--- config.mk ---
export PLATFORM = sky130hd
export DESIGN_NAME = hazard_ctrl_unit
export DESIGN_NICKNAME = d
export VERILOG_FILES = /design/src/rtl/hazard_ctrl_unit.sv
export SDC_FILE = /design/constraint.sdc
export NUM_CORES = 1
export LEC_CHECK = 0
export ABC_AREA = 1
export CORE_MARGIN = 1
export CORE_UTILIZATION = 32
export CTS_BUF_LIST = sky130_fd_sc_hd__clkbuf_4 sky130_fd_sc_hd__clkbuf_8
export DETAILED_ROUTE_END_ITERATION = 10
export PLACE_DENSITY = 0.84
export SYNTH_ARGS = -nofsm -noshare
export SYNTH_HDL_FRONTEND = slang
export SYNTH_SLANG_ARGS = --single-unit
--- constraint.sdc ---
create_clock -name clk -period 1.59 [get_ports clk]
set_clock_uncertainty 0.2 [all_clocks]
set_input_delay 0.159 -clock clk [delete_from_list [all_inputs] [get_ports clk]]
set_output_delay 0.159 -clock clk [all_outputs]
set_load 0.02 [all_outputs]
--- src/rtl/hazard_ctrl_unit.sv ---
// hazard_ctrl_unit
// Pipeline hazard controller for the 5-stage RV32IM core. It decides each cycle whether
// PC, IF/ID and ID/EX advance, hold, take a bubble or are flushed. It also sequences the
// fixed-latency M-extension unit in EX: start pulse, occupancy count and release.
//
// Ports:
//   clk, rst_n            clock, synchronous active-low reset
//   id_rs1/rs2_addr_i     source registers of the instruction in ID
//   id_uses_rs1/rs2_i     ID instruction actually reads rs1 / rs2
//   ex_mem_read_i         instruction in EX is a load
//   ex_rd_addr_i          destination register of the instruction in EX
//   ex_is_muldiv_i        instruction in EX is MUL/DIV/REM
//   ex_redirect_i         EX resolved a control-flow redirect
//   pc_stall_o, if_id_stall_o, if_id_flush_o        front-end controls
//   id_ex_hold_o, id_ex_bubble_o, id_ex_flush_o     ID/EX register controls
//   ex_mem_bubble_o       load NOP into EX/MEM while the M-unit is busy
//   md_start_o, md_busy_o M-unit start pulse and occupancy flag
//   stall_cycles_o, flush_count_o   statistics counters
//
// Build option: define HAZARD_STATS_EN to build the statistics counters; otherwise both
// counter outputs are tied to zero.

module hazard_ctrl_unit #(
   parameter int unsigned MD_LATENCY = 4,
   parameter int unsigned CNT_W      = 32
) (
   input  logic             clk,
   input  logic             rst_n,
   input  logic [4:0]       id_rs1_addr_i,
   input  logic [4:0]       id_rs2_addr_i,
   input  logic             id_uses_rs1_i,
   input  logic             id_uses_rs2_i,
   input  logic             ex_mem_read_i,
   input  logic [4:0]       ex_rd_addr_i,
   input  logic             ex_is_muldiv_i,
   input  logic             ex_redirect_i,
   output logic             pc_stall_o,
   output logic             if_id_stall_o,
   output logic             if_id_flush_o,
   output logic             id_ex_hold_o,
   output logic             id_ex_bubble_o,
   output logic             id_ex_flush_o,
   output logic             ex_mem_bubble_o,
   output logic             md_start_o,
   output logic             md_busy_o,
   output logic [CNT_W-1:0] stall_cycles_o,
   output logic [CNT_W-1:0] flush_count_o
);

   typedef enum logic [0:0] {StRun, StMdBusy} state_e;

   state_e     state_q, state_d;
   logic [7:0] md_cnt_q, md_cnt_d;
   logic       load_use;

   assign load_use = ex_mem_read_i && (ex_rd_addr_i != 5'd0) &&
                     ((id_uses_rs1_i && (id_rs1_addr_i == ex_rd_addr_i)) ||
                      (id_uses_rs2_i && (id_rs2_addr_i == ex_rd_addr_i)));

   always_ff @(posedge clk) begin
      if (!rst_n) begin
         state_q  <= StRun;
         md_cnt_q <= 8'd0;
      end else begin
         state_q  <= state_d;
         md_cnt_q <= md_cnt_d;
      end
   end

   always_comb begin
      state_d         = state_q;
      md_cnt_d        = md_cnt_q;
      pc_stall_o      = 1'b0;
      if_id_stall_o   = 1'b0;
      if_id_flush_o   = 1'b0;
      id_ex_hold_o    = 1'b0;
      id_ex_bubble_o  = 1'b0;
      id_ex_flush_o   = 1'b0;
      ex_mem_bubble_o = 1'b0;
      md_start_o      = 1'b0;
      md_busy_o       = 1'b0;

      // While in reset every output stays low; the register resets on the edge.
      if (rst_n) begin
         unique case (state_q)
            StRun: begin
               if (ex_redirect_i) begin
                  if_id_flush_o = 1'b1;
                  id_ex_flush_o = 1'b1;
               end else if (ex_is_muldiv_i) begin
                  md_start_o      = 1'b1;
                  pc_stall_o      = 1'b1;
                  if_id_stall_o   = 1'b1;
                  id_ex_hold_o    = 1'b1;
                  ex_mem_bubble_o = 1'b1;
                  md_cnt_d        = 8'(MD_LATENCY - 1);
                  state_d         = StMdBusy;
               end else if (load_use) begin
                  pc_stall_o     = 1'b1;
                  if_id_stall_o  = 1'b1;
                  id_ex_bubble_o = 1'b1;
               end
            end
            StMdBusy: begin
               // Redirect and load-use are ignored here: the front end is already held.
               md_busy_o = 1'b1;
               if (md_cnt_q > 8'd1) begin
                  pc_stall_o      = 1'b1;
                  if_id_stall_o   = 1'b1;
                  id_ex_hold_o    = 1'b1;
                  ex_mem_bubble_o = 1'b1;
                  md_cnt_d        = md_cnt_q - 8'd1;
               end else begin
                  // Release cycle: the result leaves EX, muldiv input not re-sampled.
                  state_d  = StRun;
                  md_cnt_d = 8'd0;
               end
            end
            default: state_d = StRun;
         endcase
      end
   end

`ifdef HAZARD_STATS_EN
   logic [CNT_W-1:0] stall_cnt_q, flush_cnt_q;

   // if_id_flush_o is only raised for an accepted redirect.
   always_ff @(posedge clk) begin
      if (!rst_n) begin
         stall_cnt_q <= '0;
         flush_cnt_q <= '0;
      end else begin
         if (pc_stall_o)    stall_cnt_q <= stall_cnt_q + CNT_W'(1);
         if (if_id_flush_o) flush_cnt_q <= flush_cnt_q + CNT_W'(1);
      end
   end

   assign stall_cycles_o = stall_cnt_q;
   assign flush_count_o  = flush_cnt_q;
`else
   assign stall_cycles_o = '0;
   assign flush_count_o  = '0;
`endif

endmodule

After elaboration in Yosys (flattened, before gate mapping)

Index checks and enable logic that the tools add are counted.

Bits in registers: 9
Logic and storage cells: 41

Equality and inequality tests: 4
Magnitude comparators: 1
Bitwise logic cells: 1
Multiplexer cells: 25
Add/sub/neg operators: 1
Reductions and logical operators: 7

Operator list:

| cell                  | count |
|---|---|
| $mux W8               | 3 |
| $mux W1               | 19 |
| $pmux W8 S2           | 1 |
| $eq A5 B5 Y1          | 2 |
| $gt A8 B1 Y1 const B  | 1 |
| $sub A8 B1 Y8 const B | 1 |
| $reduce_bool A5 Y1    | 1 |
| $logic_and A1 B1 Y1   | 4 |
| $ne A2 B2 Y1 const B  | 2 |
| $pmux W1 S2           | 2 |
| $reduce_and A2 Y1     | 1 |
| $logic_or A1 B1 Y1    | 1 |
| $not A1 Y1            | 1 |

Depth between registers and ports, before layout

Word-level depth: 9
Depth in mapped cells: 9
Depth with buffers taken out: 8

Worst setup path before layout

OpenSTA, ideal clock, no wires.

Path type: reg-to-output
Start: register md_cnt_q[0]
End: output pc_stall_o
Required time: 1.231 ns
Cell stages (with the launch flop): 9
Data arrival time: 1.653 ns
Path buffers: 1
Setup slack: -0.422 ns
Path through: dfxtp_1 inv_2 ha_1 o21ai_2 nor2_4 nand2_2 nand3_1 a21oi_1 buf_4

Word-level cells in the longest chain between the ends: 4

RTL lines:

| item                   | line | source |
|---|---|---|
| from (decl)            | 53   | `logic [7:0] md_cnt_q, md_cnt_d;` |
| from (signal assigned) | 66   | `md_cnt_q <= md_cnt_d;` |
| $gt A8 B1 Y1           | 107  | `if (md_cnt_q > 8'd1) begin` |
| $mux W1                | -    |  |
| $pmux W1 S2            | -    |  |
| $mux W1                | -    |  |
| to (decl)              | 37   | `output logic pc_stall_o,` |

Every way passes these cells.

Final worst setup path

Start: register md_cnt_q[1]
End: output if_id_stall_o

Word-level cells in the longest chain between the ends: 4

RTL lines:

| item         | line | source |
|---|---|---|
| $gt A8 B1 Y1 | 107  |  |
| $mux W1      | 107  |  |
| $pmux W1 S2  | 85   | `unique case (state_q)` |
| $mux W1      | 84   | `if (rst_n) begin` |
| to (decl)    | 38   | `output logic if_id_stall_o,` |

Every way passes these cells.

==> qor.csv <==
stage,metric,value,unit
synth,"Primary FF master, synth",dfxtp_1,
route,WL/cell,8.38,µm
pwr,VDD IR max,0.000346,V
job,Maximum Capacitance Violations,0,
synth,mux cell area share after synthesis,0,
floorplan,Die Footprint,4370,µm²
hold_path,HP Class,register to register,
cts,Skew-Pair Late Insertion Delay,230,ps
synth,Async SR Flop Fraction,0,
synth,Synth Instances,208,
synth,XOR/XNOR Fraction of Synth Area,0.0200,
cts,Num CTS Buffers,3,
cts,Max clock buf depth,2,
pwr,Switching Share,0.419,
pwr,static leakage,0.934,nW
pwr,sw power,489,µW
route,drt drc,0,
worst_setup_path,Crit Path Class,register to output port,
placement,Post-DP HPWL,2090,µm
grt,GRT Overall Usage,0.123,
route,via count,1175,
layout,Final nets,284,
worst_setup_path,CP arrival,1460,ps
route,drt first pass iters,5,
timing,Tcrit/Tclk final,1.14,
synth,register area share after synthesis,0.137,
grt,first-pass GRT wire length,4170,µm
timing,min Tclk post-route,1820,ps
pwr,Pwr Density,698,nW/µm²
cts,CTS Root Cell,clkbuf_8,
pwr,sequential share of power,0.229,
timing,Final Hold Fails,0,
layout,final cell count without fillers,307,
floorplan,core area,3800,µm²
hold_path,Min-Delay Path Depth,2,
synth,post-synthesis compound-gate area fraction,0.0703,
timing,# setup viols final,4,
synth,Post-Synth Adder-Cell Area,0.0190,
route,1st-iter DRT viols,26,
pwr,Pint,676,µW
hold_path,WHS Endpoint,md_cnt_q[1]$_SDFFE_PN0P_,
layout,P&R area growth vs syn,26.8,%
timing,Max Fclk,550,MHz
synth,post-synthesis cell area,1320,µm²
grt,vias in the first global route,982,
pwr,Gate power share,0.531,
placement,gpl congestion,0.843,
placement,placed cell count,300,
synth,main combinational cell family by area after synthesis,buffers and inverters,
grt,GRT overflow,0,
cts,Post-CTS Hold Buffers,0,
grt,largest net degree at the start of global routing,9,
synth,YS warnings,0,
worst_setup_path,CP endpoint kind,output port,
synth,number of synthesized flops with an enable pin,0,
worst_setup_path,FF-to-FF End,md_cnt_q[0]$_SDFFE_PN0P_,
route,"wirelength, routed",2570,µm
timing,unrepaired setup endpoints after global routing,true,
worst_setup_path,Max Fanout on Critical Path,3,
cts,clock sinks,9,
cts,H-tree levels,1,
synth,Synth Area in Simple Gates,0.292,
floorplan,IO Pins,95,
worst_setup_path,register-to-register setup slack,30,ps
timing,setup_tns,-846,ps
worst_setup_path,worst reg2reg startpoint,md_cnt_q[1]$_SDFFE_PN0P_,
worst_setup_path,Worst Reg2Reg Path Length in Cells,9,
pwr,clock power share,0.240,
layout,fillcell total,401,
timing,Max Slew Vio Count,0,
floorplan,Starting Density,0.347,
synth,Unique masters post-synth,24,
timing,worst setup margin,-229,ps
layout,ANT cells,0,
route,Vias/cell,3.83,
layout,fin util,0.439,
worst_setup_path,Critical Path RT,1230,ps
floorplan,die width,66.1,µm
cts,CTS tree,yes,
hold_path,HP Start,md_cnt_q[1]$_SDFFE_PN0P_,
worst_setup_path,CP startpoint kind,register,
synth,"FF+latch count, synth",9,
layout,layout cells sized above 1,0.270,
placement,buffers added on ports,30,
cts,Worst-path clk slew,40,ps
floorplan,die height,66.1,µm
synth,Avg Synthesized Cell Area,6.33,µm²
outcome,failing checks,setup timing,
grt,initial antenna violation count,0,
floorplan,row cnt,22,
route,Routed Antenna Nets,0,
outcome,status,"complete, but fails checks",
worst max-delay path by stage:
stage	startpoint	endpoint	slack, ps	depth (start not counted)
6_report	md_cnt_q[1]$_SDFFE_PN0P_	if_id_stall_o	-230	8
5_1_grt	md_cnt_q[0]$_SDFFE_PN0P_	pc_stall_o	-290	8
4_1_cts	md_cnt_q[1]$_SDFFE_PN0P_	if_id_stall_o	-220	8
2_1_floorplan	md_cnt_q[0]$_SDFFE_PN0P_	pc_stall_o	-70	8
3_3_place_gp	ex_rd_addr_i[0]	pc_stall_o	-730	10
3_5_place_dp	ex_rd_addr_i[0]	if_id_stall_o	-730	10
flip-flops by register name (all words and copies together), names as in the netlist:
register  flops
md_cnt_q      8
state_q       1
power by group through the flow:
stage	logic [mW]	clock network [mW]	registers [mW]
global route	0.682	0.303	0.268
finish	0.619	0.280	0.266
detailed placement	0.604	0	0.268
floorplan	0.546	0	0.270
CTS	0.602	0.285	0.265
global placement	0.596	0	0.267
kinds of logic after synthesis:
kind of cell	Yosys count
xor+xnor	3
simple gates	84
other cells	1
buf+inv	94
flops	9
compound gates	15
fa+ha+maj	2
synthesized netlist by cell type (2+ instances only):
cell type,n,area [µm²]
inv_2,5,18.8
nand3_1,9,45.0
nand2_2,4,25.0
buf_4,67,503
nand2_1,49,184
nor2_1,13,48.8
nor2_4,3,33.8
a21oi_1,9,45.0
xor2_1,3,26.3
inv_1,21,78.8
nor2_2,3,18.8
ha_1,2,25.0
dfxtp_1,9,180
through the flow:
step | hold slack, ps | cell area [µm²] | power, mW | setup WS [ps]
2_1_floorplan | 225 | 1620 | 0.817 | -66.5
3_3_place_gp | 257 | 1610 | 0.863 | -728
3_5_place_dp | 267 | 1610 | 0.872 | -731
4_1_cts | 275 | 1650 | 1.15 | -221
5_1_grt | 310 | 1670 | 1.25 | -293
6_report | 290 | 1670 | 1.16 | -229
placed cells by master, fill, tap and decap left out, types with 7 or more instances in the layout:
cell type,count
conb_1,64
nand2_1,48
buf_4,23
inv_1,17
nor2_1,11
dlygate4sd2_1,11
nand3_1,8
inv_2,7
a21oi_1,7
dfxtp_1,7
critical path: stages, from the launching register on:
cell	delay, ps
dfxtp_2	350
inv_4	50
ha_4	160
o21ai_4	150
nor2_4	60
nand2_2	80
nand3_2	90
a21oi_4	150
buf_6	140
metal layers:
metal | wire length, µm | share of wire | global-route usage | vias up
li1 | - | - | - | 601
met1 | 997 | 0.39 | 0.146 | 509
met2 | 1350 | 0.52 | 0.213 | 57
met3 | 175 | 0.068 | 0.0397 | 8
met4 | 53 | 0.021 | 0.0293 | 0
met5 | 0 | 0 | 0 | -
cell type report:
type | count | area (µm²) | share of cell area
Multi-Input combinational cell | 168 | 833 | 0.499
Inverter | 26 | 103 | 0.0615
Clock buffer | 4 | 48.8 | 0.0292
Tap cell | 48 | 60.1 | 0.0360
Sequential cell | 9 | 185 | 0.111
Timing Repair Buffer | 52 | 439 | 0.263
repair_timing:
| action | in CTS | in global routing |
|---|---|---|
| resized for setup | 62 | 13 |
| setup buffers | 1 | 2 |
| pin swaps | 12 | 6 |
| setup endpoints to repair | 9 | 9 |
| hold endpoints to repair | 0 | 0 |
(Power assumes the default switching activity.)
